### src/rtl/ternary_sum_arb_pkg.sv
// +----------------------------------------------------------------------+
// | ternary_sum_arb_pkg                                                   |
// | Shared widths, operand/result types and helpers for the sum arbiter. |
// | Revision: 1.0                                                         |
// +----------------------------------------------------------------------+
`default_nettype none

package ternary_sum_arb_pkg;
  localparam int OPERAND_W    = 5;
  localparam int NUM_OPERANDS = 8;
  localparam int DATA_W       = OPERAND_W * NUM_OPERANDS;

  typedef logic [NUM_OPERANDS-1:0][OPERAND_W-1:0] sum_operands_t;
  typedef logic [7:0] sum_result_t;

  function automatic int id_width(input int nreq);
    return (nreq <= 2) ? 1 : $clog2(nreq);
  endfunction
endpackage

`default_nettype wire

### src/rtl/fivebit_8way_ternary.sv
// +----------------------------------------------------------------------+
// | fivebit_8way_ternary                                                  |
// | Two-stage unsigned sum of eight 5-bit operands plus a constant, mod  |
// | 256. Data registers are intentionally not reset.                     |
// | Revision: 1.0                                                         |
// +----------------------------------------------------------------------+
`default_nettype none

module fivebit_8way_ternary
  import ternary_sum_arb_pkg::*;
(
  input  logic                 clk_i,
  input  sum_operands_t        operands_i,
  input  logic [OPERAND_W-1:0] const_i,
  output sum_result_t          sum_o
);
  // Each three-input group peaks at 93, so 7 bits hold it exactly.
  logic [6:0]  r_grp0;
  logic [6:0]  r_grp1;
  logic [6:0]  r_grp2;
  sum_result_t r_sum;

  always_ff @(posedge clk_i) begin
    r_grp0 <= 7'(operands_i[0]) + 7'(operands_i[1]) + 7'(operands_i[2]);
    r_grp1 <= 7'(operands_i[3]) + 7'(operands_i[4]) + 7'(operands_i[5]);
    r_grp2 <= 7'(operands_i[6]) + 7'(operands_i[7]) + 7'(const_i);
    r_sum  <= 8'(r_grp0) + 8'(r_grp1) + 8'(r_grp2);
  end

  assign sum_o = r_sum;
endmodule

`default_nettype wire

### src/rtl/ternary_sum_arb_rr.sv
// +----------------------------------------------------------------------+
// | ternary_sum_arb_rr                                                    |
// | Round-robin search from a registered pointer; one-hot grant + index. |
// | Revision: 1.0                                                         |
// +----------------------------------------------------------------------+
`default_nettype none

module ternary_sum_arb_rr #(
  parameter int NREQ = 4,
  parameter int IDW  = 2
) (
  input  logic            clk_i,
  input  logic            rst_i,
  input  logic [NREQ-1:0] valid_i,
  input  logic            en_i,
  output logic [NREQ-1:0] grant_o,
  output logic [IDW-1:0]  idx_o
);
  logic [IDW-1:0] r_ptr;
  logic           w_found;

  always_comb begin
    grant_o = '0;
    idx_o   = '0;
    w_found = 1'b0;
    for (int i = 0; i < NREQ; i++) begin
      int j;
      j = int'(r_ptr) + i;
      if (j >= NREQ) j = j - NREQ;
      if (!w_found && valid_i[j]) begin
        w_found = 1'b1;
        idx_o   = IDW'(j);
      end
    end
    if (en_i && w_found) grant_o[idx_o] = 1'b1;
  end

  always_ff @(posedge clk_i or posedge rst_i) begin
    if (rst_i) begin
      r_ptr <= '0;
    end else if (|grant_o) begin
      r_ptr <= (int'(idx_o) == NREQ - 1) ? '0 : idx_o + IDW'(1);
    end
  end
endmodule

`default_nettype wire

### src/rtl/ternary_sum_arbiter.sv
// +----------------------------------------------------------------------+
// | ternary_sum_arbiter                                                   |
// | Round-robin sharing of one pipelined 8-way sum with a credit-guarded |
// | result FIFO. Optional stall counter: TERNARY_SUM_ARB_STATS_EN.       |
// | Revision: 1.0                                                         |
// +----------------------------------------------------------------------+
`default_nettype none

module ternary_sum_arbiter
  import ternary_sum_arb_pkg::*;
#(
  parameter int                   NREQ         = 4,
  parameter int                   ADD_LATENCY  = 2,
  parameter int                   RES_DEPTH    = 4,
  parameter logic [OPERAND_W-1:0] ADD_CONSTANT = 5'h0
) (
  input  logic                        clk_i,
  input  logic                        rst_i,
  input  logic [NREQ-1:0]             req_valid_i,
  input  logic [NREQ*DATA_W-1:0]      req_data_i,
  output logic [NREQ-1:0]             req_ready_o,
  output logic                        res_valid_o,
  input  logic                        res_ready_i,
  output logic [id_width(NREQ)-1:0]   res_id_o,
  output sum_result_t                 res_sum_o,
  output logic [15:0]                 stat_stall_o
);
  localparam int IDW  = id_width(NREQ);
  localparam int PTRW = (RES_DEPTH > 1) ? $clog2(RES_DEPTH) : 1;
  localparam int CNTW = $clog2(RES_DEPTH + ADD_LATENCY + 1) + 1;

  logic [NREQ-1:0]                 w_grant;
  logic [IDW-1:0]                  w_gidx;
  logic                            w_credit_ok;
  sum_operands_t                   w_ops;
  sum_result_t                     w_add_sum;
  logic [CNTW-1:0]                 w_inflight;
  logic [CNTW-1:0]                 w_used;
  logic                            w_push;
  logic                            w_pop;

  logic [ADD_LATENCY-1:0]          r_tag_vld;
  logic [ADD_LATENCY-1:0][IDW-1:0] r_tag_id;
  sum_result_t                     r_mem_sum [RES_DEPTH];
  logic [IDW-1:0]                  r_mem_id  [RES_DEPTH];
  logic [PTRW-1:0]                 r_wr_ptr;
  logic [PTRW-1:0]                 r_rd_ptr;
  logic [CNTW-1:0]                 r_count;

  function automatic logic [PTRW-1:0] ptr_inc(input logic [PTRW-1:0] p);
    return (int'(p) == RES_DEPTH - 1) ? '0 : p + PTRW'(1);
  endfunction

  // Every in-flight tag already owns a FIFO slot, so the pipe can never overflow it.
  always_comb begin
    w_inflight = '0;
    for (int i = 0; i < ADD_LATENCY; i++) w_inflight = w_inflight + CNTW'(r_tag_vld[i]);
  end
  assign w_used      = w_inflight + r_count;
  assign w_credit_ok = (w_used < CNTW'(RES_DEPTH));

  ternary_sum_arb_rr #(.NREQ(NREQ), .IDW(IDW)) u_rr (
    .clk_i   (clk_i),
    .rst_i   (rst_i),
    .valid_i (req_valid_i),
    .en_i    (w_credit_ok & ~rst_i),
    .grant_o (w_grant),
    .idx_o   (w_gidx)
  );
  assign req_ready_o = w_grant;

  always_comb begin
    w_ops = '0;
    for (int i = 0; i < NREQ; i++) begin
      if (w_grant[i]) w_ops = w_ops | req_data_i[i*DATA_W +: DATA_W];
    end
  end

  fivebit_8way_ternary u_add (
    .clk_i      (clk_i),
    .operands_i (w_ops),
    .const_i    (ADD_CONSTANT),
    .sum_o      (w_add_sum)
  );

  always_ff @(posedge clk_i or posedge rst_i) begin
    if (rst_i) begin
      r_tag_vld <= '0;
      r_tag_id  <= '0;
    end else begin
      r_tag_vld[0] <= |w_grant;
      r_tag_id[0]  <= w_gidx;
      for (int i = 1; i < ADD_LATENCY; i++) begin
        r_tag_vld[i] <= r_tag_vld[i-1];
        r_tag_id[i]  <= r_tag_id[i-1];
      end
    end
  end

  assign w_push      = r_tag_vld[ADD_LATENCY-1];
  assign res_valid_o = (r_count != '0);
  assign w_pop       = res_valid_o & res_ready_i;

  always_ff @(posedge clk_i) begin
    if (w_push) begin
      r_mem_sum[r_wr_ptr] <= w_add_sum;
      r_mem_id[r_wr_ptr]  <= r_tag_id[ADD_LATENCY-1];
    end
  end

  always_ff @(posedge clk_i or posedge rst_i) begin
    if (rst_i) begin
      r_wr_ptr <= '0;
      r_rd_ptr <= '0;
      r_count  <= '0;
    end else begin
      if (w_push) r_wr_ptr <= ptr_inc(r_wr_ptr);
      if (w_pop)  r_rd_ptr <= ptr_inc(r_rd_ptr);
      if (w_push && !w_pop)      r_count <= r_count + CNTW'(1);
      else if (!w_push && w_pop) r_count <= r_count - CNTW'(1);
    end
  end

  // Storage is unreset; gating keeps the head outputs at zero while empty.
  assign res_sum_o = res_valid_o ? r_mem_sum[r_rd_ptr] : '0;
  assign res_id_o  = res_valid_o ? r_mem_id[r_rd_ptr]  : '0;

  a_no_overflow: assert property (@(posedge clk_i) disable iff (rst_i)
    !(w_push && !w_pop && (r_count == CNTW'(RES_DEPTH))));

`ifdef TERNARY_SUM_ARB_STATS_EN
  logic [15:0] r_stall_cnt;
  always_ff @(posedge clk_i or posedge rst_i) begin
    if (rst_i) begin
      r_stall_cnt <= '0;
    end else if ((|req_valid_i) && !w_credit_ok && (r_stall_cnt != 16'hFFFF)) begin
      r_stall_cnt <= r_stall_cnt + 16'd1;
    end
  end
  assign stat_stall_o = r_stall_cnt;
`else
  assign stat_stall_o = '0;
`endif
endmodule

`default_nettype wire

### config.mk
export PLATFORM = sky130hd
export DESIGN_NAME = ternary_sum_arbiter
export DESIGN_NICKNAME = d
export VERILOG_FILES = /design/src/rtl/ternary_sum_arb_pkg.sv /design/src/rtl/fivebit_8way_ternary.sv /design/src/rtl/ternary_sum_arb_rr.sv /design/src/rtl/ternary_sum_arbiter.sv
export SDC_FILE = /design/constraint.sdc
export NUM_CORES = 1
export LEC_CHECK = 0
export BUFFER_PORTS_ARGS = -buffer_cell sky130_fd_sc_hd__buf_2
export CAP_MARGIN = 20
export CORE_MARGIN = 2
export CORE_UTILIZATION = 35
export DETAILED_ROUTE_END_ITERATION = 7
export PLACE_DENSITY = 0.69
export SLEW_MARGIN = 15
export SYNTH_ARGS = -nofsm -noshare
export SYNTH_HDL_FRONTEND = slang
export SYNTH_HIERARCHICAL = 1
export SYNTH_SLANG_ARGS = --single-unit
### constraint.sdc
create_clock -name clk_i -period 6.6 [get_ports clk_i]
set_input_delay 0.33 -clock clk_i [delete_from_list [all_inputs] [get_ports clk_i]]
set_output_delay 0.33 -clock clk_i [all_outputs]
set_load 0.05 [all_outputs]
Word-level counts from Yosys, hierarchy flattened:

Memory sizes are Yosys's and may differ from the RTL's.
Cells that the tools add are included.

* RAM bits: 40
* bits of input ports: 167
* output and inout port bits: 31
* word-level logic and storage cells: 109
* register bits after elaboration: 45
* memories kept: 2

Memories
* r_mem_sum: depth 4, width 8, read ports 1, clocked after memory_dff 0, write ports 1, RTL line ternary_sum_arbiter.sv:44 `sum_result_t r_mem_sum [RES_DEPTH];`
* r_mem_id: depth 4, width 2, read ports 1, clocked after memory_dff 0, write ports 1, RTL line ternary_sum_arbiter.sv:45 `logic [IDW-1:0] r_mem_id [RES_DEPTH];`

* magnitude comparators: 11
* eq/ne operators: 3
* add/sub/neg operators: 21
* bitwise operators: 6
* muxes and demuxes: 40
* reductions and logical operators: 15

Operators by type and width (count)
* 40-bit 2-to-1 mux: 4
* 32-bit by 4-bit < comparator with 1-bit output (second input constant): 4
* 32-bit 2-to-1 mux: 4
* 40-bit OR: 3
* 32-bit by 4-bit >= comparator with 1-bit output (second input constant): 3
* 32-bit by 4-bit subtractor with 32-bit output (second input constant): 3
* 5-bit by 5-bit adder with 6-bit output: 3
* 2-bit 2-to-1 mux: 8
* 1-bit 2-to-1 mux: 15
* 7-bit by 5-bit adder with 7-bit output: 2
* 4-bit 2-to-1 mux: 3
* 7-bit by 7-bit adder with 8-bit output: 1
* 8-bit by 7-bit adder with 8-bit output: 1
* 1-bit binary-select mux with 2-bit select: 4
* 8-bit 2-to-1 mux: 1
* 1-bit logical AND: 7
* 2-bit by 1-bit adder with 2-bit output (second input constant): 3
* 2-bit by 2-bit adder with 3-bit output (second input constant): 2
* 2-bit by 1-bit equality test with 1-bit output (second input constant): 3
* 1-bit logical NOT: 5
* 2-bit by 4-bit adder with 4-bit output: 1
* 4-bit by 1-bit adder with 4-bit output (second input constant): 1
* 4-bit by 3-bit < comparator with 1-bit output (second input constant): 1
* 4-bit nonzero test: 1
* 12 further kinds: 13

Depth between registers and ports, before layout:

Gate-level depths: netlist of the first run.

* depth after elaboration: 29
* gate-level depth with buffers: 17
* depth with buffers taken out: 16

Cells and area by module:

Netlist of the first run, hierarchy kept.

Modules (own cells, without submodules)
* ternary_sum_arbiter: sequential area each 1551.5 µm², times used 1, cells an instance 283, area an instance 3216.8 µm²
* fivebit_8way_ternary: sequential area each 580.6 µm², times used 1, cells an instance 160, area an instance 1821.7 µm²
* ternary_sum_arb_rr: sequential area each 50.0 µm², times used 1, cells an instance 30, area an instance 272.8 µm²

Worst setup path before layout of the first run:

Ideal clock, no wire load.

* kind: register to register
* start point: register r_count[0]
* end point: register u_add.r_grp2[5]
* arrival: 3.865 ns
* path buffers: 1
* library setup time: 0.072 ns
* cell stages (with the launch flop): 16
* period minus slack after synthesis: 3.936 ns
* setup slack: 2.664 ns
* required time: 6.528 ns
* cells stage by stage: dfrtp_1 -> ha_1 -> a21oi_1 -> o21ai_0 -> a21oi_1 -> o41a_1 -> and2_1 -> clkbuf_1 -> a22oi_1 -> nand2_1 -> fa_1 -> ha_1 -> fa_1 -> a21o_1 -> a21oi_1 -> xor2_1

RTL lines
* start: declaration: RTL line ternary_sum_arbiter.sv:48 `logic [CNTW-1:0] r_count;`
* start signal: assignment: RTL line ternary_sum_arbiter.sv:119 `if (w_push && !w_pop) r_count <= r_count + CNTW'(1);`
* start signal: assignment: RTL line ternary_sum_arbiter.sv:120 `else if (!w_push && w_pop) r_count <= r_count - CNTW'(1);`
* end signal: assignment: RTL line fivebit_8way_ternary.sv:26 `r_grp2 <= 7'(operands_i[6]) + 7'(operands_i[7]) + 7'(const_i);`
* end: declaration: RTL line fivebit_8way_ternary.sv:20 `logic [6:0] r_grp2;`

==> impl_metrics.env, run 1 <==
export IMPL_clk_pin_slew_ns=0.07
export IMPL_vdd_drop_max_uv=176
export IMPL_fillers=1420
export IMPL_crit_required_ns=6.86
export IMPL_finalCritPeriodShare_pct=65.4
export IMPL_r2r_cells=15
export IMPL_reg2reg_to="u_add/r_grp1[5]"
export IMPL_cts_hold_buf=1
export IMPL_die_width_um=127
export IMPL_wl_per_cell_um=16.2
export IMPL_syn_avg_cell_area_um2=11.2
export IMPL_fmax_mhz=232
export IMPL_tightest_slew_ns=0.835
export IMPL_antenna_found_initial=1
export IMPL_grt_pass1_vias=4384
export IMPL_drtIter0Drc=237
export IMPL_maxCapViolCount=0
export IMPL_hpwl_um=10900
export IMPL_synth_top_cells_by_count="80 x a22oi_1, 45 x inv_1, 45 x nand2_1"
export IMPL_gp_congestion=0.826
export IMPL_setup_slack_ns=2.29
export IMPL_nets=876
export IMPL_synth_area_leaders="edfxtp_1 23%, a22oi_1 11%, dfxtp_1 11%"
export IMPL_hold_class="reg2reg"
export IMPL_ys_async_sr_fraction_pct=18.8
export IMPL_worst_hold_slack_ns=0.352
export IMPL_path_common_cell="a21oi_1"
export IMPL_clockRootBuffer="clkbuf_16"
export IMPL_worstPathCellList="ha_1 > a21oi_1 > o21ai_0 > a21oi_1 > o41a_1 > and2_1 > buf_4 > a22oi_1 > nand2_1 > fa_1 > ha_1 > fa_1 > a21o_1 > a21oi_1 > xor2_1"
export IMPL_grt_ovfl_total=0
export IMPL_worst_setup_path_end_kind="flop"
export IMPL_powerDensity_mw_per_mm2=414
export IMPL_synth_top_cell_by_area="edfxtp_1"
export IMPL_min_from="r_tag_id[1]"
export IMPL_rr_startpoint="r_count[0]"
export IMPL_cts_buffer_depth=2
export IMPL_final_core_util_pct=44.2
export IMPL_postCtsSetupBuffers=0
export IMPL_wirelength_um=13700
export IMPL_yosys_area_top_type_share_pct=22.6
export IMPL_first_pass_iters=5
export IMPL_io_buffers=181
export IMPL_ys_seq_area_share_pct=41.1
export IMPL_arrival_ns=4.58
export IMPL_synth_edf_count=40
export IMPL_ios=198
export IMPL_clock_latency_ns=0.33
export IMPL_finalMaxSlewViolations=0
export IMPL_synth_cell_types=50
export IMPL_finClkSkew_ns=0.00596
export IMPL_ant_nets=0
export IMPL_die_h_um=127
export IMPL_synth_most_common_cell="a22oi_1"
export IMPL_grt_setup_unrepaired="no"
export IMPL_grt_max_degree=43
export IMPL_post_cts_resized=0
export IMPL_clock_sinks=85
export IMPL_tns_ns=0
export IMPL_area_growth_pct=25.0
export IMPL_via_per_inst=5.04
export IMPL_multiInputGateArea_mm2=0.00283
export IMPL_cpPeakStageDelay_ns=0.58
export IMPL_synth_warning_count=6
export IMPL_grt_pass1_wl_um=22000
export IMPL_ys_ff_latch=85
export IMPL_remaining_drc_errors=0
export IMPL_num_vias=4259
export IMPL_cts_buffers=9
export IMPL_grt_use_total_pct=17.4
export IMPL_p_leak_uw=0.00314
export IMPL_min_to="r_tag_id[3]"
export IMPL_drive_above_1_share_pct=33.5
export IMPL_setup_viol=0
export IMPL_worstPathMaxFanout=27
export IMPL_h_tree_depth=3
export IMPL_status="completed"
export IMPL_startpoint_type="flop"
export IMPL_cts_tree="yes"
export IMPL_seq_area_mm2=0.00218
export IMPL_synthCells=473
export IMPL_min_path_cells=0
export IMPL_report_final_hold_viol_count=0
export IMPL_crit_type="reg2reg"
export IMPL_regToRegSetupSlack_ns=2.29
export IMPL_preCtsSetupSlack_ns=2.31
export IMPL_syn_cell_area_mm2=0.00531
export IMPL_rows=45
export IMPL_cpMaxStageDelayCell="and2_1"
export IMPL_start_util_pct=35.3
export IMPL_core_area_mm2=0.0150
export IMPL_die_area_mm2=0.0162
export IMPL_relSlewSlack_pct=44.4
export IMPL_min_period_ns=4.31
export IMPL_synth_main_ff_cell="edfxtp_1"
critical path: cells and delay by family (launching register included):
family / cells / cell delay [ns]
buf+inv: 1 / 0.40
fa+ha+maj: 4 / 1.37
xor+xnor: 1 / 0.15
compound gates: 7 / 1.15
flops: 1 / 0.46
simple gates: 2 / 0.71
registers in the layout, indices dropped and copies added (netlist names):
name and flops:
r_mem_sum 32, r_mem_id 8, u_add/sum_o 8, u_add/r_grp0 7, u_add/r_grp1 7, u_add/r_grp2 7, r_count 4, r_tag_id 4
r_rd_ptr 2, r_tag_vld 2, r_wr_ptr 2, u_rr/r_ptr 2
cells in the final DEF (no fill, tap or decap), types with 3 or more instances in the layout:
cell type	Yosys	final
clkbuf_16	0	9
dfrtp_1	16	16
a31oi_1	3	3
o2111ai_1	3	3
and2_2	1	4
mux4_2	10	10
dfxtp_1	29	29
a21oi_1	14	14
and2_1	17	14
a21o_1	9	9
nand2b_1	4	4
o22ai_1	4	4
edfxtp_1	40	40
conb_1	1	21
buf_2	2	181
nor2_1	4	4
xnor2_1	7	7
or3_1	3	3
o21ai_0	6	6
inv_1	45	45
inv_8	0	4
a22oi_1	80	80
or4_1	3	3
fa_1	27	27
ha_1	31	31
xor2_1	7	7
nand2_1	45	45
per-stage QoR:
step	cells	cell area (um2)	power [uW]
3_5_place_dp	827	6330	2270
6_report	845	6640	2750
5_1_grt	845	6640	2980
4_1_cts	844	6640	2770
2_1_floorplan	493	5390	1940
3_3_place_gp	827	6330	2240
final cells by class:
cell class	count	share of cell area, %
clock inverters	7	1.07
clock buffers	9	3.39
well taps	188	3.54
flip-flops and latches	85	32.9
diodes	1	0.0377
repair buffers	183	13.9
inverters	45	2.54
multi-input cells	327	42.6
report_power, final:
part	internal, uW	switching, uW
sequential	740	138
combinational	580	797
clock	269	223
total	1590	1160
routing by layer:
layer | track usage, % | up-vias | share of wire [%]
li1 | - | 2055 | -
met1 | 22.5 | 1995 | 43
met4 | 4.33 | 0 | 1.3
met5 | 0 | - | 0
met3 | 3.77 | 15 | 7.3
met2 | 30.0 | 194 | 48
cells by family (layout without fill, tap and decap cells):
family	Yosys count	count (layout)	synth area share, %
AOI/OAI and AO/OA	131	131	17.8
and+or+nand+nor	87	87	8.53
DFF	85	85	41.1
buffers and inverters	81	244	7.11
adders and majority gates	58	58	17.5
muxes	16	16	5.61
xor gates and xnor gates	14	14	2.31
other	1	22	0.0706
worst max path at each step:
stage,startpoint,end,slack (ns),cells after the start
final,r_count[0],u_add/r_grp1[5],2.29,15
after global routing,r_count[0],u_add/r_grp1[5],1.96,15
after CTS,r_count[0],u_add/r_grp1[5],2.28,15
after detailed placement,r_count[0],u_add/r_grp1[5],2.31,15
after global placement,r_count[0],u_add/r_grp1[5],2.40,15
after floorplan,r_count[0],u_add/r_grp2[5],2.66,15
(Power assumes the default switching activity.)
==> inputs of run 2 (changes only) <==
Clock period 6.6 ns to 4.1 ns, I/O delays scaled along.
==> run 2 against run 1 <==
  * Power rose by 61%
  * Combinational power rose by 62%
  * Register-to-register slack got worse by 2.0 ns
  * Design area rose by 1.3%
  * Global-route usage fell by 0.33 points
  * Die area did not move
  * Worst setup slack got worse by 2.0 ns
  * Worst hold slack got worse by 0.11 ns
  * Via count fell by 1.5%
  * Sequential share of layout area fell by 0.43 points
==> impl_metrics.env, run 2 (synthesis gave the netlist of run 1 again) <==
export IMPL_via_per_inst=4.92
export IMPL_worstPathMaxFanout=26
export IMPL_finalNonFillerCells=853
export IMPL_crit_required_ns=4.36
export IMPL_wirelength_um=13300
export IMPL_power_uw=4410
export IMPL_p_seq_share_pct=31.9
export IMPL_finalCritPeriodShare_pct=93.0
export IMPL_wl_per_cell_um=15.6
export IMPL_min_period_ns=3.81
export IMPL_ios=198
export IMPL_arrival_ns=4.07
export IMPL_h_tree_depth=3
export IMPL_regMostFlops="r_mem_sum"
export IMPL_die_h_um=127
export IMPL_p_sw_share_pct=41.7
export IMPL_ant_nets=0
export IMPL_clock_sinks=85
export IMPL_drive_above_1_share_pct=34.3
export IMPL_grt_use_total_pct=17.1
export IMPL_maxCapViolCount=0
export IMPL_cts_buffers=9
export IMPL_tns_ns=0
export IMPL_hpwl_um=11100
export IMPL_relSlewSlack_pct=51.6
export IMPL_pwr_share_comb_pct=50.7
export IMPL_worst_setup_path_end_kind="flop"
export IMPL_start_util_pct=35.3
export IMPL_nets=884
export IMPL_p_int_uw=2570
export IMPL_regToRegSetupSlack_ns=0.29
export IMPL_fillers=1458
export IMPL_report_final_hold_viol_count=0
export IMPL_rows=45
export IMPL_io_buffers=181
export IMPL_fmax_mhz=262
export IMPL_status="completed"
export IMPL_crit_type="reg2reg"
export IMPL_setup_viol=0
export IMPL_gp_congestion=0.825
export IMPL_die_area_mm2=0.0162
export IMPL_grt_pass1_wl_um=21600
export IMPL_antenna_found_initial=1
export IMPL_clock_power_share_pct=17.4
export IMPL_p_leak_uw=0.00319
export IMPL_powerDensity_mw_per_mm2=656
export IMPL_core_area_mm2=0.0150
export IMPL_drtIter0Drc=272
export IMPL_vdd_drop_max_uv=291
export IMPL_grt_ovfl_total=0
export IMPL_layout_commonest_cell="buf_2"
export IMPL_grt_setup_unrepaired="no"
export IMPL_clk_pin_slew_ns=0.06
export IMPL_postCtsSetupBuffers=0
export IMPL_clock_latency_ns=0.33
export IMPL_remaining_drc_errors=0
export IMPL_grt_max_degree=38
export IMPL_placed_cells=835
export IMPL_clockRootBuffer="clkbuf_16"
export IMPL_die_width_um=127
export IMPL_post_cts_resized=0
export IMPL_startpoint_type="flop"
export IMPL_grt_pass1_vias=4368
export IMPL_cts_hold_buf=1
export IMPL_num_vias=4197
export IMPL_finalMaxSlewViolations=0
export IMPL_p_switching_uw=1840
export IMPL_final_cell_mix="181 x buf_2, 80 x a22oi_1, 45 x inv_1, 45 x nand2_1, 40 x edfxtp_1"
export IMPL_hold_class="in2reg"
export IMPL_largest_register_ffs=32
export IMPL_cts_tree="yes"
export IMPL_area_growth_pct=26.6
export IMPL_tightest_slew_ns=0.726
export IMPL_finClkSkew_ns=0.00657
export IMPL_first_pass_iters=4
export IMPL_cts_buffer_depth=2
-- run 2: cell types whose count changed in the layout (fill, tap and decap cells not counted) --
| cell | before | now |
|---|---|---|
| inv_8 | 4 | 2 |
| clkinv_8 | 0 | 1 |
| buf_4 | 1 | 7 |
| clkinv_4 | 1 | 2 |
| buf_12 | 0 | 2 |
-- run 2: path summary, 6_finish.rpt --
path	from	end	depth (start not counted)
worst max-delay path	r_tag_vld[0]	u_add/r_grp0[5]	14
worst min-delay path	res_ready_i	r_rd_ptr[0]	3
worst max register to register	r_tag_vld[0]	u_add/r_grp0[5]	14
worst min register to register	r_tag_id[1]	r_tag_id[3]	0
max in group asynchronous	rst_i	r_tag_id[1]	3
min in group asynchronous	rst_i	u_rr/r_ptr[1]	3
-- run 2: power groups by stage --
stage	logic, uW	registers (uW)	clock network [uW]
finish	2240	1410	768
global placement	2210	1410	0
floorplan	1790	1330	0
detailed placement	2250	1430	0
CTS	2270	1410	792
global route	2530	1450	830
-- run 2: final cells by class --
class                      instances  area, um2  share of cell area (%)
multi-input combinational        327       2830                    42.1
sequential                        85       2180                    32.4
timing repair buffer             191       1010                    15.0
tap                              188        235                    3.50
clock buffer                       9        225                    3.35
inverter                          45        169                    2.51
clock inverter                     7       73.8                    1.10
antenna                            1       2.50                  0.0372
-- run 2: worst max-delay path, stage by stage, from the launching register on --
cell and delay [ns]:
dfrtp_1 0.38, ha_1 0.28, a21oi_1 0.17, o21ai_0 0.09, a21oi_1 0.14, o41a_1 0.27, and2_2 0.52, a22oi_1 0.20
nand2_1 0.12, fa_1 0.41, ha_1 0.24, fa_1 0.40, a21o_1 0.17, a21oi_1 0.16, xor2_1 0.15
-- run 2: metrics by stage --
stage               util, %  cell area, um2  hold WS [ns]  setup WS (ns)
floorplan                 -            5390       -0.0538          0.164
global placement       42.7            6410        0.0910          0.375
detailed placement     42.7            6410        0.0983          0.284
CTS                    44.7            6720         0.228          0.274
global route           44.7            6730         0.236        0.00315
finish                 44.7            6730         0.237          0.289
-- run 2: routing by layer --
layer / vias to the layer above / track usage, % / share of wire, %
met1: 1939 / 21.2 / 42
met3: 8 / 4.69 / 7.7
met4: 0 / 3.10 / 0.62
met5: - / 0 / 0
li1: 2071 / - / -
met2: 179 / 30.4 / 50
